File: src/rtl/icache_invalidation_engine.sv
`default_nettype none
// ============================================================================
// Module   : icache_invalidation_engine
// Brief    : Pops queued instruction-invalidation word addresses, looks the
//            line up in the icache tag bank through the shared tag port, and
//            clears the valid bit of every matching way. Never touches a set
//            while a line fill to that set is in flight.
//            Optional macro ICACHE_INV_LINE_FILTER_EN adds a one-entry filter
//            that completes repeat invalidations of the last line without a
//            tag access.
// Revision : 1.0 - initial release
// ============================================================================
module icache_invalidation_engine #(
    parameter  int WAYS   = 2,
    parameter  int LINES  = 256,
    parameter  int LINE_W = 8,
    localparam int IDX_W  = $clog2(LINES),
    localparam int OFF_W  = $clog2(LINE_W),
    localparam int TAG_W  = 30 - IDX_W - OFF_W
) (
    input  logic                    clk,
    input  logic                    rst,
    input  logic [29:0]             inv_addr,
    input  logic                    inv_valid,
    output logic                    inv_completed,
    output logic                    tag_port_req,
    input  logic                    tag_port_gnt,
    output logic                    tag_read_en,
    output logic                    tag_write_en,
    output logic [IDX_W-1:0]        tag_index,
    output logic [WAYS-1:0]         tag_write_way,
    input  logic [WAYS-1:0]         tag_read_valid,
    input  logic [WAYS*TAG_W-1:0]   tag_read_tag,
    input  logic                    fill_active,
    input  logic [IDX_W-1:0]        fill_index
);

    typedef enum logic [1:0] {
        IDLE  = 2'd0,
        CHECK = 2'd1,
        WRITE = 2'd2
    } state_t;

    state_t             r_state;
    logic [IDX_W-1:0]   r_req_idx;
    logic [TAG_W-1:0]   r_req_tag;
    logic [WAYS-1:0]    r_hit_mask;

    logic [IDX_W-1:0]   w_in_idx;
    logic [TAG_W-1:0]   w_in_tag;
    logic               w_blocking;
    logic [WAYS-1:0]    w_hit;
    logic               w_filter_hit;
    logic               w_unused_offset;

    assign w_in_idx        = inv_addr[OFF_W +: IDX_W];
    assign w_in_tag        = inv_addr[29 -: TAG_W];
    // Word offset is irrelevant: the whole line is invalidated.
    assign w_unused_offset = ^inv_addr[OFF_W-1:0];

    // A set with a fill in flight must not be read or rewritten underneath it.
    assign w_blocking = fill_active && (fill_index == w_in_idx);

    // Per-way tag compare against the latched request; several ways may match.
    generate
        for (genvar w = 0; w < WAYS; w++) begin : g_hit
            assign w_hit[w] = tag_read_valid[w] &&
                              (tag_read_tag[w*TAG_W +: TAG_W] == r_req_tag);
        end
    endgenerate

`ifdef ICACHE_INV_LINE_FILTER_EN
    logic                     r_last_valid;
    logic [TAG_W+IDX_W-1:0]   r_last_line;

    assign w_filter_hit = inv_valid && r_last_valid && !w_blocking &&
                          ({w_in_tag, w_in_idx} == r_last_line);

    // Remember the last completed line; a fill to its set makes it stale.
    always_ff @(posedge clk) begin
        if (rst) begin
            r_last_valid <= 1'b0;
            r_last_line  <= '0;
        end else if (fill_active && (fill_index == r_last_line[IDX_W-1:0])) begin
            r_last_valid <= 1'b0;
        end else if (inv_completed && (r_state != IDLE)) begin
            r_last_valid <= 1'b1;
            r_last_line  <= {r_req_tag, r_req_idx};
        end
    end
`else
    assign w_filter_hit = 1'b0;
`endif

    // Port handshake outputs: the arbiter grants in the same cycle as the
    // request, so strobes are decoded from state and live inputs. Reset
    // forces every output low so an interrupted operation never completes.
    always_comb begin
        inv_completed = 1'b0;
        tag_port_req  = 1'b0;
        tag_read_en   = 1'b0;
        tag_write_en  = 1'b0;
        tag_index     = '0;
        tag_write_way = '0;
        if (!rst) begin
            case (r_state)
                IDLE: begin
                    if (w_filter_hit) begin
                        inv_completed = 1'b1;
                    end else begin
                        tag_port_req = inv_valid && !w_blocking;
                        tag_read_en  = tag_port_req && tag_port_gnt;
                        if (tag_read_en) begin
                            tag_index = w_in_idx;
                        end
                    end
                end
                CHECK: begin
                    inv_completed = (w_hit == '0);
                end
                WRITE: begin
                    tag_port_req  = 1'b1;
                    tag_index     = r_req_idx;
                    tag_write_way = r_hit_mask;
                    if (tag_port_gnt) begin
                        tag_write_en  = 1'b1;
                        inv_completed = 1'b1;
                    end
                end
                default: begin
                    inv_completed = 1'b0;
                end
            endcase
        end
    end

    // Sequencer: read -> compare -> optional clearing write.
    always_ff @(posedge clk) begin
        if (rst) begin
            r_state    <= IDLE;
            r_req_idx  <= '0;
            r_req_tag  <= '0;
            r_hit_mask <= '0;
        end else begin
            case (r_state)
                IDLE: begin
                    if (tag_read_en) begin
                        r_req_idx <= w_in_idx;
                        r_req_tag <= w_in_tag;
                        r_state   <= CHECK;
                    end
                end
                CHECK: begin
                    if (w_hit == '0) begin
                        r_state <= IDLE;
                    end else begin
                        r_hit_mask <= w_hit;
                        r_state    <= WRITE;
                    end
                end
                WRITE: begin
                    if (tag_port_gnt) begin
                        r_state <= IDLE;
                    end
                end
                default: begin
                    r_state <= IDLE;
                end
            endcase
        end
    end

endmodule
`default_nettype wire

File: config.mk
export PLATFORM = sky130hd
export DESIGN_NAME = icache_invalidation_engine
export DESIGN_NICKNAME = d
export VERILOG_FILES = /design/src/rtl/icache_invalidation_engine.sv
export SDC_FILE = /design/constraint.sdc
export NUM_CORES = 1
export LEC_CHECK = 0
export ABC_AREA = 1
export CAP_MARGIN = 15
export CELL_PAD_IN_SITES_DETAIL_PLACEMENT = 0
export CELL_PAD_IN_SITES_GLOBAL_PLACEMENT = 2
export CORE_UTILIZATION = 19
export DETAILED_ROUTE_END_ITERATION = 10
export PLACE_DENSITY = 0.84
export SYNTH_ARGS = -nofsm -noshare
export SYNTH_HDL_FRONTEND = slang
export SYNTH_SLANG_ARGS = --single-unit
File: constraint.sdc
create_clock -name clk -period 1.56 [get_ports clk]
set_input_delay 0.234 -clock clk [delete_from_list [all_inputs] [get_ports clk]]
set_output_delay 0.234 -clock clk [all_outputs]
set_load 0.05 [all_outputs]
* After elaboration in Yosys (flattened, before gate mapping)
Index checks and enable logic that the tools add are counted.
Widths: inputs -> output; s select.
** Storage, ports and cells
- Bits of input ports :: 83
- Output and inout bits :: 14
- Register bits after elaboration :: 31
- Logic and storage cells :: 41
** Operators by class
- Bitwise gates (word level) :: 1
- Multiplexer cells :: 18
- Reductions and logical operators :: 11
- Equality and inequality tests :: 7
** Operators with widths (number)
- $eq 19x19->1 :: 2
- $mux 8 :: 2
- $pmux 8 s2 :: 1
- $mux 2 :: 5
- $eq 8x8->1 :: 1
- $mux 1 :: 7
- $pmux 2 s3 :: 1
- $reduce_and 2->1 :: 3
- $logic_and 1x1->1 :: 5
- $logic_not 2->1 :: 2
- $ne 2x2->1 const B :: 2
- $pmux 1 s2 :: 2
- $eq 2x1->1 const B :: 1
- $eq 2x2->1 const B :: 1
- $logic_not 1->1 :: 1
- $not 1->1 :: 1

* Depth between registers and ports, before layout
- Word-level depth :: 9
- Depth in mapped cells :: 12
- Gate-level depth less buffers :: 12

* Worst setup path before layout
OpenSTA, ideal clock, no wires.
- Path type :: input-to-output
- From :: input port inv_addr[3]
- To :: output port tag_index[0]
- Cell stages on the path :: 7
- Data required time :: 1326 ps
- Slack :: -400 ps
- Arrival time :: 1726 ps
- Path through :: inv_1 or2_0 nand3_1 nor2_2 a21boi_4 nand3_1 a21oi_1
** On the way
- Longest elaborated chain between the ends :: 8
** Ends and longest elaborated chain
- start, declared :: line 23 : input logic [29:0] inv_addr,
- $eq 8x8->1 :: line 62 : assign w_blocking = fill_active && (fill_index == w_in_idx);
- $logic_and 1x1->1 :: line 62
- $logic_not 1->1 :: line 111 : tag_port_req = inv_valid && !w_blocking;
- $logic_and 1x1->1 :: line 111
- $logic_and 1x1->1 :: line 112 : tag_read_en = tag_port_req && tag_port_gnt;
- $mux 8 * :: line 113 : if (tag_read_en) begin
- $pmux 8 s2 * :: line 106 : case (r_state)
- $mux 8 * :: line 105 : if (!rst) begin
- end, declared :: line 30 : output logic [IDX_W-1:0] tag_index,
Mark *: on every way between the ends. The rest lies on a longest branch, timed or not.

* Final worst setup path
- From :: input port tag_read_tag[8]
- To :: output port inv_completed
** On the way
- Longest elaborated chain between the ends :: 5
** Ends and longest elaborated chain
- start, declared :: line 33 : input logic [WAYS*TAG_W-1:0] tag_read_tag,
- $eq 19x19->1 :: line 68 : (tag_read_tag[w*TAG_W +: TAG_W] == r_req_tag);
- $logic_and 1x1->1 :: line 67 : assign w_hit[w] = tag_read_valid[w] &&
- $logic_not 2->1 :: line 119 : inv_completed = (w_hit == '0);
- $pmux 1 s2 :: line 106
- $mux 1 :: line 105
- end, declared :: line 25 : output logic inv_completed,
No other way between the ends.

==> summary.md <==
| Metric | Value |
|---|---|
| Initial Util | `around a fifth` |
| Tcrit/Tclk final | `118%` |
| Total die area | `around 14,000 µm²` |
| Area leader, netlist | `nand2_1` |
| Worst-margin pin slew | `around 0.36 ns` |
| CP Max Fanout | `3` |
| Total gr overflow | `0` |
| Final setup fails | `34` |
| Max-cap violation count | `0` |
| Routability congestion estimate | `between 0.8 and 0.9` |
| Mapped Cells | `474` |
| Antenna violations before repair | `0` |
| Synth top area cells | `nand2_1 (32%), dfxtp_1 (25%), inv_1 (12%)` |
| CP Data Required Time | `around 1.3 ns` |
| Port Buffers | `93` |
| Area taken by multi-input logic gates | `2240 µm²` |
| ANT cells | `0` |
| F_max | `0.544 GHz` |
| Layout area overhead | `130%` |
| Worst skew pair latency | `0.28 ns` |
| Synthesized area | `approximately 2500 µm²` |
| PwrDens | `approximately 630 nW/µm²` |
| Crit start category | `primary input` |
| Most used cell, CP | `nand3_2` |
| Synth cell types | `25` |
| Post-synth EDFFs | `0` |
| Drt first-iter violations | `between 100 and 150` |
| Clock transition at the registers of the reported paths | `0.06 ns` |
| # fillers | `about 1.3k` |
| Leak pwr | `approximately 2.8 nW` |
| DP Area | `between 4000 and 5000 µm²` |
| Post-synthesis sequential area ratio | `between 20% and 30%` |
| TNS Setup | `-3.47 ns` |
| Vert. Die Dim | `between 100 and 150 µm` |
| DRC violations left | `0` |
| Pre-CTS setup slack | `-0.562 ns` |
| Worst VDD drop | `a little under 0.0005 V` |
| Vias in the first global route | `about 3.7k` |
| Max stage delay on crit path | `0.55 ns` |
| Reg2Reg Setup Slack | `-0.18 ns` |
| Detailed placer's ending HPWL | `between 8000 and 9000 µm` |
| Num rows | `41` |
| Overall Global Routing Usage | `approximately 16%` |
| Max clock buf depth | `2` |
| Final Slew Violations | `0` |
| Final Net Count | `772` |
| Yosys warns | `0` |
| H-Tree Level Count | `2` |
| Layout cells sized above 1 | `approximately half` |
| Routed vias | `3,592` |
| Synth Net Count | `between 500 and 600` |
| Worst path arrival time | `between 1.5 and 2 ns` |
| Hold Slack | `0.391 ns` |
| Drt total wl | `11,000 µm` |
| DR WL/cell | `around 13 µm` |
| Failing checks | `negative setup slack` |
| Setup ws final | `-0.279 ns` |
| TritonCTS clock tree | `yes` |
| Buffers and inverters on the worst path | `3` |
| Clock skew | `0.00496 ns` |
| Critical-path cell with the highest stage delay | `clkdlybuf4s50_1` |
| CP Capture Type | `output port` |
| Max-slew headroom | `76.1%` |
| Crit path kind | `primary input to output port` |
| Fin crit period | `1.84 ns` |
| Mapped Avg Cell Area | `around 5.3 µm²` |
| Post-synth top flop | `dfxtp_1` |
| Clock sinks | `31` |
| Root buf cell | `clkbuf_16` |
| Hold Violations, Final | `0` |
| Worst path top cell family by delay | `buffers and inverters` |
| Core area | `12,800 µm²` |
| First-pass GRT wire length | `roughly 17,000 µm` |
| # IOs | `97` |
| Most common cell in the netlist | `nand2_1` |
| Top cell type's share of synthesized area | `a little under a third` |
| Largest net degree at the start of global routing | `23` |
| Status | `complete, but fails checks` |
| Post-route cell area | `5820 µm²` |
| Final Util | `~46%` |
| Total CTS buffers | `5` |
| Antenna Violating Nets Remaining | `0` |
| 1st-pass router iterations | `4` |
| Hold Crit Class | `primary input to flop` |
| Synth Register Bits | `31` |
| Die span in x | `117 µm` |
| Vias/cell | `4.18` |
| Post-synth top cells | `nand2_1 (214), inv_1 (84), a21oi_1 (40)` |
| RSZ-0062 raised after global routing | `true` |
| Asr flop ratio synth | `0%` |
| CP cell instances | `clkdlybuf4s50_1, inv_1, nand2_1, nand4_1, nor2_2, nand3_2, nand3_2, a21oi_4, buf_12` |
| Seq. cell area | `669 µm²` |
logic make-up after synthesis:
family          share of synthesized area, %
buf+inv                                 15.4
simple gates                            47.5
xor+xnor                               0.693
fa+ha+maj                               1.49
flops                                   24.6
compound gates                          10.3
where the power goes:
group	total (mW)	switching, mW	internal [mW]
registers	0.884	0.0489	0.835
clock network	1.15	0.354	0.793
logic	1.64	0.788	0.851
per-layer routing:
metal / track usage, % / up-vias / share of wire [%]
met3: 3.94 / 22 / 6.2
met1: 17.4 / 1612 / 39
met4: 5.28 / 0 / 2.7
met5: 0 / - / 0
met2: 29.4 / 87 / 52
li1: - / 1871 / -
worst paths after layout:
kind	from	cells past startpoint	endpoint
setup / recovery	tag_read_tag[8]	9	inv_completed
hold / removal	inv_addr[4]	4	r_req_idx[1]
setup reg to reg	r_req_tag[1]	15	r_hit_mask[1]
hold reg to reg	r_req_idx[7]	2	r_req_idx[7]
state kept, by name, indices dropped and copies added (netlist names):
name        flops
r_req_tag      19
r_req_idx       8
r_hit_mask      2
r_state         2
cell type report:
class                   instances  area share, %
flip-flops and latches         31           11.5
repair buffers                215           37.5
multi-input cells             347           38.4
inverters                      86           5.89
well taps                     172           3.70
clock inverters                 2          0.602
clock buffers                   6           2.39
worst min-delay path, cell delays in order:
cell	delay (ns)
clkbuf_2	0.10
buf_4	0.14
nand3_4	0.08
a21oi_1	0.06
what timing repair did:
item                       in CTS  in global routing
hold endpoints to repair        0                  0
setup endpoints to repair      43                 42
hold buffers                    0                  0
gates cloned                    4                  3
pin swaps                      45                 65
resized for setup             166                160
setup buffers                  24                  8
through the flow:
stage | cells | power (mW)
after floorplan | 474 | 1.44
after global placement | 815 | 2.10
after detailed placement | 815 | 2.11
after CTS | 850 | 3.56
after global routing | 859 | 3.86
final | 859 | 3.67
placed cells by master (no fill, tap or decap), types with 3 or more instances in the layout:
cell type        Yosys  layout
nand3_4              0       8
inv_2                1      13
dlygate4sd2_1        0      24
nor2_1              36      20
o21ai_0              5       4
buf_16               0       3
nor2_2               2      14
clkdlybuf4s50_1      0      26
a21oi_4              0      10
nand2_2              2      52
buf_6                4       8
buf_4                0      99
nand2_1            214     141
dfxtp_4              0      10
dfxtp_2              0       9
nand3_1             18       5
nand4_1             11      11
a21oi_2              0      17
nor2_4               0       4
clkbuf_2             0       5
dfxtp_1             31      12
clkbuf_16            0       8
inv_4                0       4
inv_1               84      67
a21oi_1             40      13
nand2_4              0      23
buf_2                0       8
buf_12               0      23
nand3_2              0       5
dlymetal6s2s_1       0      11
No activity file was read; power rests on OpenSTA's default activity.
